<file path="src/rtl/keypad_scan_ctrl.sv">
// 4x4 matrix keypad scanner: walks one active-low column at a time,
// reports the first pressed key on a valid/ack handshake, then waits for release.
module keypad_scan_ctrl #(
    parameter int unsigned SETTLE_CYC  = 16,
    parameter int unsigned RELEASE_CYC = 1024
) (
    input  logic       clk,
    input  logic       rst,
    input  logic [3:0] row_n,
    output logic [3:0] col_n,
    output logic       key_valid,
    output logic [3:0] key_code,
    input  logic       key_ack,
    output logic [1:0] scan_col
);

    typedef enum logic [1:0] {
        SCAN     = 2'd0,
        REPORT   = 2'd1,
        WAIT_REL = 2'd2
    } state_t;

    localparam logic [15:0] SETTLE_LAST  = 16'(SETTLE_CYC - 1);
    localparam logic [15:0] RELEASE_LAST = 16'(RELEASE_CYC - 1);

    state_t      state_q, state_d;
    logic [1:0]  col_idx_q, col_idx_d;
    logic [3:0]  col_n_q, col_n_d;
    logic [15:0] cnt_q, cnt_d;
    logic        valid_q, valid_d;
    logic [3:0]  code_q, code_d;

    logic [1:0]  row_sel;
    logic        rows_idle;

    assign rows_idle = (row_n == 4'b1111);

    // Row 0 has the highest priority, so scan downwards and keep the last hit.
    always_comb begin
        row_sel = 2'd0;
        for (int i = 3; i >= 0; i--) begin
            if (!row_n[i]) row_sel = 2'(i);
        end
    end

    always_comb begin
        state_d   = state_q;
        col_idx_d = col_idx_q;
        col_n_d   = col_n_q;
        cnt_d     = cnt_q;
        valid_d   = valid_q;
        code_d    = code_q;
        unique case (state_q)
            SCAN: begin
                if (cnt_q == SETTLE_LAST) begin
                    cnt_d = 16'd0;
                    if (rows_idle) begin
                        col_idx_d = col_idx_q + 2'd1;
                        col_n_d   = ~(4'b0001 << col_idx_d);
                    end else begin
                        code_d  = {row_sel, col_idx_q};
                        valid_d = 1'b1;
                        state_d = REPORT;
                    end
                end else begin
                    cnt_d = cnt_q + 16'd1;
                end
            end
            REPORT: begin
                if (key_ack && valid_q) begin
                    valid_d = 1'b0;
                    cnt_d   = 16'd0;
                    state_d = WAIT_REL;
                end
            end
            WAIT_REL: begin
                if (!rows_idle) begin
                    cnt_d = 16'd0;
                end else if (cnt_q == RELEASE_LAST) begin
                    cnt_d     = 16'd0;
                    col_idx_d = col_idx_q + 2'd1;
                    col_n_d   = ~(4'b0001 << col_idx_d);
                    state_d   = SCAN;
                end else begin
                    cnt_d = cnt_q + 16'd1;
                end
            end
            default: begin
                state_d = SCAN;
                cnt_d   = 16'd0;
            end
        endcase
    end

    always_ff @(posedge clk or negedge rst) begin
        if (!rst) begin
            state_q   <= SCAN;
            col_idx_q <= 2'd0;
            col_n_q   <= 4'b1110;
            cnt_q     <= 16'd0;
            valid_q   <= 1'b0;
            code_q    <= 4'h0;
        end else begin
            state_q   <= state_d;
            col_idx_q <= col_idx_d;
            col_n_q   <= col_n_d;
            cnt_q     <= cnt_d;
            valid_q   <= valid_d;
            code_q    <= code_d;
        end
    end

    assign col_n     = col_n_q;
    assign key_valid = valid_q;
    assign key_code  = code_q;
    assign scan_col  = col_idx_q;

endmodule

</file>
<file path="config.mk">
export PLATFORM = sky130hd
export DESIGN_NAME = keypad_scan_ctrl
export DESIGN_NICKNAME = d
export VERILOG_FILES = /design/src/rtl/keypad_scan_ctrl.sv
export SDC_FILE = /design/constraint.sdc
export NUM_CORES = 1
export LEC_CHECK = 0
export ABC_CLOCK_PERIOD_IN_PS = 5500
export CAP_MARGIN = 20
export CORE_ASPECT_RATIO = 0.6
export CORE_MARGIN = 10
export CORE_UTILIZATION = 45
export DETAILED_ROUTE_END_ITERATION = 7
export PLACE_DENSITY = 0.67
export REMOVE_ABC_BUFFERS = 1
export SETUP_SLACK_MARGIN = 0.5
export SYNTH_ARGS = -nofsm -noshare
export SYNTH_HDL_FRONTEND = slang
export SYNTH_SLANG_ARGS = --single-unit
</file>
<file path="constraint.sdc">
create_clock -name clk -period 5.5 [get_ports clk]
set_clock_uncertainty 0.05 [all_clocks]
set_input_delay 1.65 -clock clk [delete_from_list [all_inputs] [get_ports clk]]
set_output_delay 1.65 -clock clk [all_outputs]
set_load 0.01 [all_outputs]
</file>
======== Yosys cells after proc, flatten, opt, wreduce, memory -nomap -nowiden ========
Index checks and enable logic that the tools add are counted.
word-level totals
  register bits ........................... 29
  output and inout bits ................... 11
  word-level logic and storage cells ...... 59
cells by class
  $add $sub $neg .......................... 2
  equal/unequal tests ..................... 11
  shifts and indexed selects .............. 1
  muxes and demuxes ....................... 29
  bitwise operators ....................... 2
  reduce and logical (&&, ||, !) cells .... 8
operators by type and width
  cell                     number
  $mux W16                 4
  $pmux W16 S3             1
  $mux W2                  13
  $add A16 B1 Y16 const B  1
  $eq A16 B10 Y1 const B   1
  $eq A16 B4 Y1 const B    1
  $mux W4                  4
  $ne A2 B2 Y1 const B     6
  $reduce_and A5 Y1        2
  $pmux W4 S2              1
  $pmux W2 S3              1
  $eq A4 B4 Y1 const B     1
  $not A4 Y4               1
  $pmux W2 S2              1
  $reduce_and A4 Y1        1
  $reduce_bool A2 Y1       2
  $shl A1 B2 Y4 const A    1
  $mux W1                  3
  $reduce_and A3 Y1        1
  $add A2 B1 Y2 const B    1
  $eq A2 B1 Y1 const B     1
  $eq A2 B2 Y1 const B     1
  $logic_not A2 Y1         1
  $pmux W1 S2              1
  2 further kinds          2

======== Logic depth before layout (Yosys ltp) ========
Gate-level depths: netlist (run 1).
  depth after elaboration ................. 6
  mapped depth ............................ 7

======== Worst setup path before layout (run 1) ========
OpenSTA, ideal clock, no wires.
  kind .................................... input-to-reg
  from .................................... input key_ack
  to ...................................... register cnt_q[14]
  library setup time ...................... 0.070 ns
  data arrival time ....................... 2.663 ns
  path slack .............................. 2.717 ns
  cell stages on the path ................. 4
  cell sequence ........................... a211oi_1 > clkbuf_1 > nand2_1 > nand3_1
on the way
  longest elaborated chain between the ends .. 2
ends and longest elaborated chain
  element                        RTL line  text
  from (decl)                    13        input logic key_ack,
  $logic_and A1 B1 Y1            70        if (key_ack && valid_q) begin
  $ne A2 B2 Y1 (no source line)  --
  to (signal assigned)           107       cnt_q <= cnt_d;
  to (decl)                      29        logic [15:0] cnt_q, cnt_d;
No other way between the ends.
A chain may end at the register's enable or synchronous reset.

======== Worst setup path after layout (run 1) ========
  from .................................... input row_n[0]
  to ...................................... register cnt_q[9]
on the way
  longest elaborated chain between the ends .. 3
ends and longest elaborated chain
  element       RTL line  text
  from (decl)   9         input logic [3:0] row_n,
  $eq A4 B4 Y1  36        assign rows_idle = (row_n == 4'b1111);
  $mux W16      77        if (!rows_idle) begin
  $pmux W16 S3  53        unique case (state_q)
No other way between the ends.

==> impl_summary.log, run 1 <==
INFO  metric fillerInstances = approximately 290
INFO  metric master_cell_of_the_clock_root_buffer = sky130_fd_sc_hd__clkbuf_8
INFO  metric io_pins = 18
INFO  metric grt_max_degree = 30
INFO  metric synth.yosys.seq_area_share = 46.5%
INFO  metric cts.clk_slew.worst_paths = around 60 ps
INFO  metric multiInputGateArea = ~780 um2
INFO  metric postLayoutCellArea = around 0.0019 mm2
INFO  metric timing.final.crit_share = a little under three fifths
INFO  metric synthCells = 160
INFO  metric post_synth_instance_area = ~0.0016 mm2
INFO  metric combinationalPowerShare = ~22%
INFO  metric min_delay_src = col_n[2]
INFO  metric worst_ep_required_time = ~5600 ps
INFO  metric drc_errors_left = 0
INFO  metric synth_enable_flop_cells = 0
INFO  metric worst_slack = ~2400 ps
INFO  metric postCtsSetupRepairBufs = 0
INFO  metric std_cell_rows = 16
INFO  metric busiest_layer = met2
INFO  metric first_pass_iters = 4
INFO  metric vias_per_cell = ~5.3
INFO  metric max_cap_viol_count = 0
INFO  metric power.ir.vdd_worst = 124 uV
INFO  metric post_layout_min_period = between 3000 and 4000 ps
INFO  metric cell_internal_pwr = roughly 400 uW
INFO  metric port_buffers = 17
INFO  metric gp_congestion = about 0.73
INFO  metric final_common_cell = sky130_fd_sc_hd__nand2_1
INFO  metric synth.ff_latch_count = 29
INFO  metric power.share.sequential = between 40 and 50%
INFO  metric cts_buffer_depth = 2
INFO  metric setup_viol = 0
INFO  metric die_y = between 60 and 70 um
INFO  metric grt_first_pass_wirelength = 5870 um
INFO  metric detail_route.wl_per_cell = 14.5 um
INFO  metric transition_time_of_the_tightest_slew_check_pin = between 600 and 700 ps
INFO  metric leakage = between 0.8 and 0.9 nW
INFO  metric report.final.hold_viol_count = 0
INFO  metric synth-async-reset-ratio = between 90% and 100%
INFO  metric grt_util_all_layers = between 10% and 20%
INFO  metric setup.worst_path.start = row_n[0]
INFO  metric drt_iter0_markers = 107
INFO  metric met1_usage = around 15%
INFO  metric r2r-start = cnt_q[0]
INFO  metric use_met3 = 4.54%
INFO  metric post-dp-hpwl = approximately 2500 um
INFO  metric power.clock.fraction = 30.6%
INFO  metric via_count = 1240
INFO  metric avgSynthCellArea = between 9 and 10 um2
INFO  metric finish.net_count = just under 200
INFO  metric starting_density_of_the_core = a little under half
INFO  metric synthToLayoutAreaGrowth = 21.4%
INFO  metric critical_path.startpoint_type = primary input
INFO  metric global_route.usage.met2 = around 17%
INFO  metric totalNegativeSetupSlack = 0 ps
INFO  metric drt-total-wl = about 3400 um
INFO  metric cell_count_of_the_worst_reg_to_reg_path = 7
INFO  metric total_switching_power = 175 uW
INFO  metric sequential_cell_area_in_the_final_layout = 729 um2
INFO  metric netlist-cell-type-count = 38
INFO  metric antenna_found_initial = 0
INFO  metric grt_setup_unrepaired = no
INFO  metric reg2reg_to = cnt_q[9]
INFO  metric category_of_the_most_critical_setup_path = primary input to flip-flop
INFO  metric core = about 0.0033 mm2
INFO  metric cp.arrival = ~3300 ps
INFO  metric timing.slew.headroom = between 50% and 60%
INFO  metric antenna_cells_inserted = 0
INFO  metric numCtsBuffers = 5
INFO  metric timing.fmax = roughly 0.32 GHz
INFO  metric cts.sinks = 29
INFO  metric hold_path.class = flip-flop to flip-flop
INFO  metric placedInstanceArea = between 0.0015 and 0.002 mm2
INFO  metric report.final.slew_viol_count = 0
INFO  metric post_route_cells_drive_above_1_share = about an eighth
INFO  metric chipWidth = between 90 and 100 um
INFO  metric cts.hold.buffers_added = 0
INFO  metric tritoncts = yes
INFO  metric ys_warn_count = 0
INFO  metric switching_share = between 30% and 40%
INFO  metric pre_cts_ws = 2060 ps
INFO  metric synth_ff_type = sky130_fd_sc_hd__dfrtp_1
INFO  metric whs = about 420 ps
INFO  metric power.density_cell_area = between 300 and 400 mW/mm2
INFO  metric grt_overflow_total = 0
INFO  metric crit_path_end = cnt_q[9]
INFO  metric endpoint_kind = flip-flop
INFO  metric reg2reg_setup_slack = between 3000 and 4000 ps
INFO  metric cp_max_fo = 10
INFO  metric postCtsResizedCells = 0
INFO  metric outcome = finished, final reports clean
INFO  metric cts_htree_levels = 2
INFO  metric grt_pass1_vias = 1215
INFO  metric finalPower = approximately 580 uW
INFO  metric layout.cells.most_common_list = 31 x sky130_fd_sc_hd__nand2_1, 26 x sky130_fd_sc_hd__dfrtp_1, 18 x sky130_fd_sc_hd__o21ai_0, 17 x sky130_fd_sc_hd__clkdlybuf4s50_1, 13 x sky130_fd_sc_hd__inv_1
INFO  metric drt.antenna.violating_nets = 0
INFO  metric design.die.area = roughly 0.0063 mm2
INFO  metric clk-insertion-delay-late = approximately 280 ps
[registers in the layout, indices dropped and copies added, names as in the netlist]
name,flops
cnt_q,16
key_code,4
key_valid,1
state_q,2
scan_col,2
col_n,4
[critical path, cell delays in order]
cell and delay [ps]:
sky130_fd_sc_hd__clkdlybuf4s50_1 500, sky130_fd_sc_hd__nand4_1 180, sky130_fd_sc_hd__a2111oi_4 540, sky130_fd_sc_hd__nor2_4 150
sky130_fd_sc_hd__o21ai_0 220
[power by group through the flow]
stage | Combinational (mW) | Sequential, mW | Clock, mW
after floorplan | 0.0703 | 0.274 | 0
after global placement | 0.124 | 0.273 | 0
after detailed placement | 0.128 | 0.275 | 0
after CTS | 0.128 | 0.271 | 0.184
after global routing | 0.143 | 0.276 | 0.197
final | 0.129 | 0.271 | 0.177
[per-layer routing]
metal / wire [um] / part of all wire (%)
met1: 1590 / 47
met2: 1570 / 46
met3: 173 / 5.1
met4: 46 / 1.4
met5: 0 / 0
[cell usage after synthesis (all sizes together), types with 3 or more instances]
cell type  instances  area [um2]
nor3               4        31.3
mux2i              4        40.0
dfstp              3        78.8
a211oi             3        22.5
ha                 5        62.6
o21a               3        22.5
nor2               3        18.8
nand3              8        52.6
o22ai              3        18.8
nand4              3        18.8
inv               13        48.8
xor2               4        35.0
dfrtp             26         651
o21ai             18        90.1
xnor2              6        52.6
nand2             31         116
[worst min-delay path by stage]
stage          endpoint  cells after the start
2_1_floorplan  col_n[1]                      2
3_3_place_gp   col_n[1]                      2
3_5_place_dp   col_n[2]                      2
4_1_cts        col_n[2]                      2
5_1_grt        col_n[2]                      2
6_report       col_n[2]                      2
[kinds of logic after synthesis]
logic type      Yosys count  synth area share, %
simple gates             62                 21.9
compound gates           33                 14.2
flops                    29                 46.5
buf+inv                  15                 3.67
xor+xnor                 10                 5.58
mux                       6                 4.23
fa+ha+maj                 5                 3.99
[final cells by class]
type                       count  share of cell area [%]
clock buffer                   8                    4.73
inverter                      13                    2.56
multi-input combinational    116                    41.1
sequential                    29                    38.3
tap                           45                    2.96
timing repair buffer          21                    10.4
[metrics by stage]
stage	std cells	util, %
after floorplan	158	-
after global placement	223	54.8
after detailed placement	223	54.8
after CTS	231	57.5
after global routing	232	57.7
final	232	57.7
No activity file was read; power rests on OpenSTA's default activity.
==> run 2: changes to the inputs <==
--- a/config.mk
+++ b/config.mk
@@ -5,13 +5,13 @@
 export SDC_FILE = /design/constraint.sdc
 export NUM_CORES = 1
 export LEC_CHECK = 0
-export ABC_CLOCK_PERIOD_IN_PS = 5500
+export ABC_CLOCK_PERIOD_IN_PS = 2600
 export CAP_MARGIN = 20
 export CORE_ASPECT_RATIO = 0.6
 export CORE_MARGIN = 10
 export CORE_UTILIZATION = 45
 export DETAILED_ROUTE_END_ITERATION = 7
-export PLACE_DENSITY = 0.67
+export PLACE_DENSITY = 0.7
 export REMOVE_ABC_BUFFERS = 1
 export SETUP_SLACK_MARGIN = 0.5
 export SYNTH_ARGS = -nofsm -noshare
==> constraint.sdc (replaced) <==
create_clock -name clk -period 2.6 [get_ports clk]
set_clock_uncertainty 0.05 [all_clocks]
set_input_delay 0.78 -clock clk [delete_from_list [all_inputs] [get_ports clk]]
set_output_delay 0.78 -clock clk [all_outputs]
set_load 0.01 [all_outputs]
==> run 2 against run 1 <==
  * Cell count increased by 5.6%
  * First-iteration DRC count fell by 3.7%
  * Cell area increased by 10%
  * Register-to-register slack got worse by 2800 ps
  * Clock power grew 120%
  * Count of clock-buffer cells in the layout did not move
==> impl_summary.log, run 2 (synthesis results as in run 1) <==
INFO  metric setup_viol = 0 (unchanged)
INFO  metric antenna_found_initial = 0 (unchanged)
INFO  metric totalNegativeSetupSlack = 0 ps (unchanged)
INFO  metric report.final.slew_viol_count = 0 (unchanged)
INFO  metric cp.arrival = 2230 ps (-1020 ps)
INFO  metric layout.core_utilization = 63.4% (+5.8 points)
INFO  metric drc_errors_left = 0 (unchanged)
INFO  metric largest_register_ff_count = 16 (unchanged)
INFO  metric drt_iter0_markers = 103 (-3.7%)
INFO  metric starting_density_of_the_core = 47.5% (unchanged)
INFO  metric grt_first_pass_wirelength = 6360 um (+8.3%)
INFO  metric port_buffers = 17 (unchanged)
INFO  metric drt.antenna.violating_nets = 0 (unchanged)
INFO  metric master_cell_of_the_clock_root_buffer = sky130_fd_sc_hd__clkbuf_8
INFO  metric transition_time_of_the_tightest_slew_check_pin = 493 ps (-142 ps)
INFO  metric gp_congestion = 0.794 (+8.3%)
INFO  metric post_route_cells_drive_above_1_share = 22.0% (+10 points)
INFO  metric timing.slew.headroom = 67.0% (+9.3 points)
INFO  metric path_delay_family = simple AND/OR/NAND/NOR gates
INFO  metric grt_max_degree = 30 (unchanged)
INFO  metric clk-insertion-delay-late = 280 ps (about the same)
INFO  metric endpoint_kind = flip-flop
INFO  metric max_cap_viol_count = 0 (unchanged)
INFO  metric cts_htree_levels = 2 (unchanged)
INFO  metric grt_util_all_layers = 13.0% (+0.95 points)
INFO  metric placed_cells_incl_taps = 224 (+0.45%)
INFO  metric grt_setup_unrepaired = yes
INFO  metric critPathMaxStageDelay = 540 ps (about the same)
INFO  metric leakage = 0.951 nW (+11%)
INFO  metric drt-total-wl = 4060 um (+21%)
INFO  metric detail_route.wl_per_cell = 16.6 um (+14%)
INFO  metric grt_pass1_vias = 1325 (+9.1%)
INFO  metric timing.critical_path.buf_inv = 0 (-1)
INFO  metric post_layout_min_period = ~2100 ps
INFO  metric timing.final.crit_share = about four fifths
INFO  metric registers.top_by_ff_count = cnt_q
INFO  metric std_cell_rows = 16 (unchanged)
INFO  metric cts.sinks = 29 (unchanged)
INFO  metric critical_path.startpoint_type = flip-flop
INFO  metric power.density_cell_area = 626 mW/mm2 (+110%)
INFO  metric hold_path.class = flip-flop to flip-flop
INFO  metric antenna_cells_inserted = 0 (unchanged)
INFO  metric cp_max_fo = 7 (-3)
INFO  metric tritoncts = yes
INFO  metric die_y = 65.7 um (unchanged)
INFO  metric final_common_cell = sky130_fd_sc_hd__nand2_1
INFO  metric timing.fmax = ~0.47 GHz
INFO  metric category_of_the_most_critical_setup_path = flip-flop to flip-flop
INFO  metric via_count = 1311 (+5.7%)
INFO  metric vias_per_cell = 5.35 (+0.12%)
INFO  metric numCtsBuffers = 5 (unchanged)
INFO  metric whs = 415 ps (-2.68 ps)
INFO  metric finish.net_count = 211 (+6.6%)
INFO  metric synthToLayoutAreaGrowth = 33.6%
INFO  metric design.die.area = 0.00633 mm2 (unchanged)
INFO  metric fillerInstances = 278 (-3.5%)
INFO  metric critical_path.slowest_cell = sky130_fd_sc_hd__or4_4
INFO  metric worstPathCellList = or4_4, nor3_4, and2b_2, nand3_4, mux2_4
INFO  metric first_pass_iters = 4 (unchanged)
INFO  metric report.final.hold_viol_count = 0 (unchanged)
INFO  metric worst_ep_required_time = 2710 ps (-2930 ps)
INFO  metric cts_buffer_depth = 2 (unchanged)
INFO  metric finalNonFillerCells = 245 (+5.6%)
INFO  metric layout.cells.most_common_list = 31 x sky130_fd_sc_hd__nand2_1, 24 x sky130_fd_sc_hd__dfrtp_1, 13 x sky130_fd_sc_hd__inv_1, 12 x sky130_fd_sc_hd__o21ai_0, 12 x sky130_fd_sc_hd__clkdlybuf4s50_1
INFO  metric outcome = finished, final reports clean
INFO  metric power.ir.vdd_worst = 435 uV (+250%)
INFO  metric io_pins = 18 (unchanged)
INFO  metric grt_overflow_total = 0 (unchanged)
INFO  metric core = 0.00330 mm2 (unchanged)
INFO  metric cts.clk_slew.worst_paths = 60 ps (about the same)
INFO  metric chipWidth = 96.2 um (unchanged)
INFO  metric post-dp-hpwl = 2660 um (+5.0%)
INFO  metric cts.hold.buffers_added = 0 (unchanged)
-- run 2: where the power goes --
part           leakage [nW]  internal (mW)  switching, mW
registers             0.376          0.513         0.0701
clock network        0.0455          0.215          0.169
logic                 0.530          0.155          0.189
-- run 2: cell type report --
cell class                      instances  area, um2  share of cell area [%]
Clock buffer                            8       90.1                    4.30
Timing Repair Buffer                   32        298                    14.2
Sequential cell                        29        732                    34.9
Tap cell                               45       56.3                    2.69
Inverter                               13       48.8                    2.33
Multi-Input combinational cell        118        871                    41.6
-- run 2: repair_timing --
action	4_1_cts	5_1_grt
buffers inserted	6	4
endpoints found under the setup margin	26	23
cloned	1	2
pin swaps	4	7
gates resized for setup	10	17
-- run 2: path summary, 6_finish.rpt --
path / from / depth (start not counted) / slack [ps] / to
worst min-delay path: col_n[1] / 2 / 420 / col_n[1]
worst max-delay path: cnt_q[11] / 5 / 490 / scan_col[1]
max in group asynchronous: rst / 2 / 1350 / col_n[1]
worst max register to register: cnt_q[11] / 5 / 490 / scan_col[1]
min in group asynchronous: rst / 2 / 830 / cnt_q[13]
worst min register to register: col_n[1] / 2 / 420 / col_n[1]
-- run 2: stage by stage --
stage	cell area [um2]	setup WS, ps	power, mW
global placement	1820	224	0.839
detailed placement	1820	127	0.854
finish	2100	489	1.31
global route	2100	413	1.38
floorplan	1560	101	0.727
CTS	2000	496	1.28
-- run 2: worst reg2reg max path, cell delays in order, from the launching register on --
cell	delay, ps
sky130_fd_sc_hd__dfrtp_2	450
sky130_fd_sc_hd__or4_4	540
sky130_fd_sc_hd__nor3_4	320
sky130_fd_sc_hd__and2b_2	240
sky130_fd_sc_hd__nand3_4	100
sky130_fd_sc_hd__mux2_4	300
-- run 2: layer usage --
metal  share of wire (%)  up-vias  track usage [%]  wire, um
li1                    -      637                -         -
met1                  45      638             15.3      1820
met2                  49       29             20.7      1980
met3                 4.9        7             4.65       201
met4                 1.5        0             6.04        61
met5                   0        -                0         0
==> run 3: changes to the inputs <==
--- a/config.mk
+++ b/config.mk
@@ -5,13 +5,13 @@
 export SDC_FILE = /design/constraint.sdc
 export NUM_CORES = 1
 export LEC_CHECK = 0
-export ABC_CLOCK_PERIOD_IN_PS = 2600
+export ABC_CLOCK_PERIOD_IN_PS = 2100
 export CAP_MARGIN = 20
 export CORE_ASPECT_RATIO = 0.6
 export CORE_MARGIN = 10
 export CORE_UTILIZATION = 45
 export DETAILED_ROUTE_END_ITERATION = 7
-export PLACE_DENSITY = 0.7
+export PLACE_DENSITY = 0.67
 export REMOVE_ABC_BUFFERS = 1
 export SETUP_SLACK_MARGIN = 0.5
 export SYNTH_ARGS = -nofsm -noshare
==> constraint.sdc (replaced) <==
create_clock -name clk -period 2.1 [get_ports clk]
set_clock_uncertainty 0.05 [all_clocks]
set_input_delay 0.63 -clock clk [delete_from_list [all_inputs] [get_ports clk]]
set_output_delay 0.63 -clock clk [all_outputs]
set_load 0.01 [all_outputs]
==> run 3 against run 2 <==
  * First-iteration DRC count fell by 35%
  * Non-clock buffer count grew 15
  * Sequential share of layout area down 1.7 points
  * Count of clock-buffer cells in the layout unchanged
  * Wire length decreased by 0.96%
  * Critical path type unchanged
==> impl_summary.log, run 3 (synthesis results as in run 1) <==
INFO  metric pre_cts_ws = -236 ps (-363 ps)
INFO  metric post_layout_min_period = 1970 ps (-144 ps)
INFO  metric power.ir.vdd_worst = 408 uV (-6.2%)
INFO  metric timing.slew.headroom = 69.1% (+2.1 points)
INFO  metric endpoint_kind = flip-flop
INFO  metric grt_overflow_total = 0 (unchanged)
INFO  metric layout.cells.most_common_list = 31 x sky130_fd_sc_hd__nand2_1, 26 x sky130_fd_sc_hd__dfrtp_1, 24 x sky130_fd_sc_hd__buf_4, 13 x sky130_fd_sc_hd__inv_1, 9 x sky130_fd_sc_hd__buf_6
INFO  metric report.final.slew_viol_count = 0 (unchanged)
INFO  metric registers.top_by_ff_count = cnt_q
INFO  metric drc_errors_left = 0 (unchanged)
INFO  metric setup_viol = 0 (unchanged)
INFO  metric tritoncts = yes
INFO  metric std_cell_rows = 16 (unchanged)
INFO  metric critical_path.slowest_cell = sky130_fd_sc_hd__or4_4
INFO  metric multiInputGateArea = 878 um2 (+0.86%)
INFO  metric path_delay_family = simple AND/OR/NAND/NOR gates
INFO  metric worst_ep_required_time = 2210 ps (-500 ps)
INFO  metric sequential_cell_area_in_the_final_layout = 729 um2 (-0.34%)
INFO  metric grt_util_all_layers = 13.5% (+0.51 points)
INFO  metric cp.arrival = 2080 ps (-150 ps)
INFO  metric grt_max_degree = 30 (unchanged)
INFO  metric drt.antenna.violating_nets = 0 (unchanged)
INFO  metric cell_internal_pwr = 1.11 mW (+26%)
INFO  metric critical_path.startpoint_type = flip-flop
INFO  metric via_count = 1373 (+4.7%)
INFO  metric switching_share = 33.5% (+0.84 points)
INFO  metric chipWidth = 96.2 um (unchanged)
INFO  metric grt_first_pass_wirelength = 6700 um (+5.3%)
INFO  metric clk-insertion-delay-late = 280 ps (about the same)
INFO  metric power.density_cell_area = 763 mW/mm2 (+22%)
INFO  metric drt-total-wl = 4030 um (-0.96%)
INFO  metric timing.final.crit_share = 93.7% (+12 points)
INFO  metric first_pass_iters = 4 (unchanged)
INFO  metric placedInstanceArea = 0.00191 mm2 (+5.4%)
INFO  metric max_cap_viol_count = 0 (unchanged)
INFO  metric synthToLayoutAreaGrowth = 40.0%
INFO  metric cts.sinks = 29 (unchanged)
INFO  metric cts.hold.buffers_added = 0 (unchanged)
INFO  metric cp_max_fo = 4 (-3)
INFO  metric total_switching_power = 561 uW (+31%)
INFO  metric final_common_cell = sky130_fd_sc_hd__nand2_1
INFO  metric combinationalPowerShare = 31.2% (+5.0 points)
INFO  metric die_y = 65.7 um (unchanged)
INFO  metric cts_buffer_depth = 2 (unchanged)
INFO  metric vias_per_cell = 5.28 (-1.3%)
INFO  metric numCtsBuffers = 5 (unchanged)
INFO  metric antenna_found_initial = 0 (unchanged)
INFO  metric worst_slack = 133 ps (-356 ps)
INFO  metric timing.fmax = 0.508 GHz (+7.3%)
INFO  metric critPathMaxStageDelay = 550 ps (about the same)
INFO  metric report.final.hold_viol_count = 0 (unchanged)
INFO  metric detail_route.wl_per_cell = 15.5 um (-6.7%)
INFO  metric cts.clk_slew.worst_paths = 60 ps (about the same)
INFO  metric antenna_cells_inserted = 0 (unchanged)
INFO  metric grt_setup_unrepaired = yes
INFO  metric post-dp-hpwl = 2640 um (-0.85%)
INFO  metric timing.critical_path.buf_inv = 0 (unchanged)
INFO  metric core = 0.00330 mm2 (unchanged)
INFO  metric largest_register_ff_count = 16 (unchanged)
INFO  metric port_buffers = 17 (unchanged)
INFO  metric finish.net_count = 226 (+7.1%)
INFO  metric cts_htree_levels = 2 (unchanged)
INFO  metric leakage = 1.03 nW (+8.0%)
INFO  metric drt_iter0_markers = 67 (-35%)
INFO  metric category_of_the_most_critical_setup_path = flip-flop to flip-flop
INFO  metric post_route_cells_drive_above_1_share = 32.1% (+10 points)
INFO  metric hold_path.class = flip-flop to flip-flop
INFO  metric fillerInstances = 276 (-0.72%)
INFO  metric outcome = finished, final reports clean
INFO  metric worstPathCellList = or4_4, nor3_4, and2b_2, nand3_4, mux2_4
INFO  metric postLayoutCellArea = 0.00220 mm2 (+4.8%)
INFO  metric grt_pass1_vias = 1338 (+0.98%)
INFO  metric finalPower = 1.67 mW (+28%)
INFO  metric power.share.sequential = 42.2% (-2.2 points)
INFO  metric master_cell_of_the_clock_root_buffer = sky130_fd_sc_hd__clkbuf_8
INFO  metric io_pins = 18 (unchanged)
INFO  metric power.clock.fraction = 26.6% (-2.7 points)
INFO  metric starting_density_of_the_core = 47.5% (unchanged)
INFO  metric transition_time_of_the_tightest_slew_check_pin = 463 ps (-30.6 ps)
INFO  metric design.die.area = 0.00633 mm2 (unchanged)
INFO  metric gp_congestion = 0.821 (+3.4%)
run 3: area by class of cell:
type | count | share of cell area, %
inverters | 13 | 2.22
well taps | 45 | 2.56
repair buffers | 47 | 18.3
clock buffers | 8 | 3.65
multi-input cells | 118 | 40.0
flip-flops and latches | 29 | 33.2
run 3: power by group through the flow:
stage / registers [mW] / clock network, mW / logic, mW
6_report: 0.707 / 0.445 / 0.522
5_1_grt: 0.718 / 0.482 / 0.572
4_1_cts: 0.705 / 0.453 / 0.485
3_5_place_dp: 0.712 / 0 / 0.397
3_3_place_gp: 0.706 / 0 / 0.377
2_1_floorplan: 0.716 / 0 / 0.184
run 3: what timing repair did:
action / in CTS / in global routing
cloned: 2 / 1
setup buffers: 9 / 3
endpoints found under the hold margin: 0 / 0
endpoints found under the setup margin: 40 / 37
pin swaps: 18 / 15
resized for setup: 50 / 21
run 3: path summary, 6_finish.rpt:
path	to	cells past startpoint	from	slack [ps]
worst max-delay path	scan_col[1]	5	cnt_q[12]	130
worst min-delay path	key_code[0]	2	key_code[0]	430
worst max register to register	scan_col[1]	5	cnt_q[12]	130
worst min register to register	key_code[0]	2	key_code[0]	430
max in group asynchronous	col_n[1]	2	rst	1000
min in group asynchronous	cnt_q[14]	2	rst	690
run 3: stage by stage:
| stage | hold WS [ps] | std cells | TNS (ps) | utilization (%) |
|---|---|---|---|---|
| 3_3_place_gp | 405 | 237 | -814 | 58.0 |
| 6_report | 426 | 260 | 0 | 66.5 |
| 5_1_grt | 463 | 260 | 0 | 66.5 |
| 2_1_floorplan | 284 | 158 | -4710 | - |
| 3_5_place_dp | 415 | 237 | -3420 | 58.0 |
| 4_1_cts | 434 | 256 | 0 | 64.4 |
run 3: routing by layer:
layer | part of all wire, % | vias up | wire length, um | global-route usage [%]
met4 | 0.84 | 0 | 34 | 3.66
met3 | 3.9 | 5 | 158 | 4.08
li1 | - | 669 | - | -
met2 | 49 | 21 | 1960 | 21.2
met1 | 47 | 678 | 1880 | 17.6
met5 | 0 | - | 0 | 0
run 3: tightest hold or removal path, delay by kind of cell (launching register included):
kind,cells,cell delay [ps]
DFF,1,340
and+or+nand+nor,1,40
AOI/OAI and AO/OA,1,60
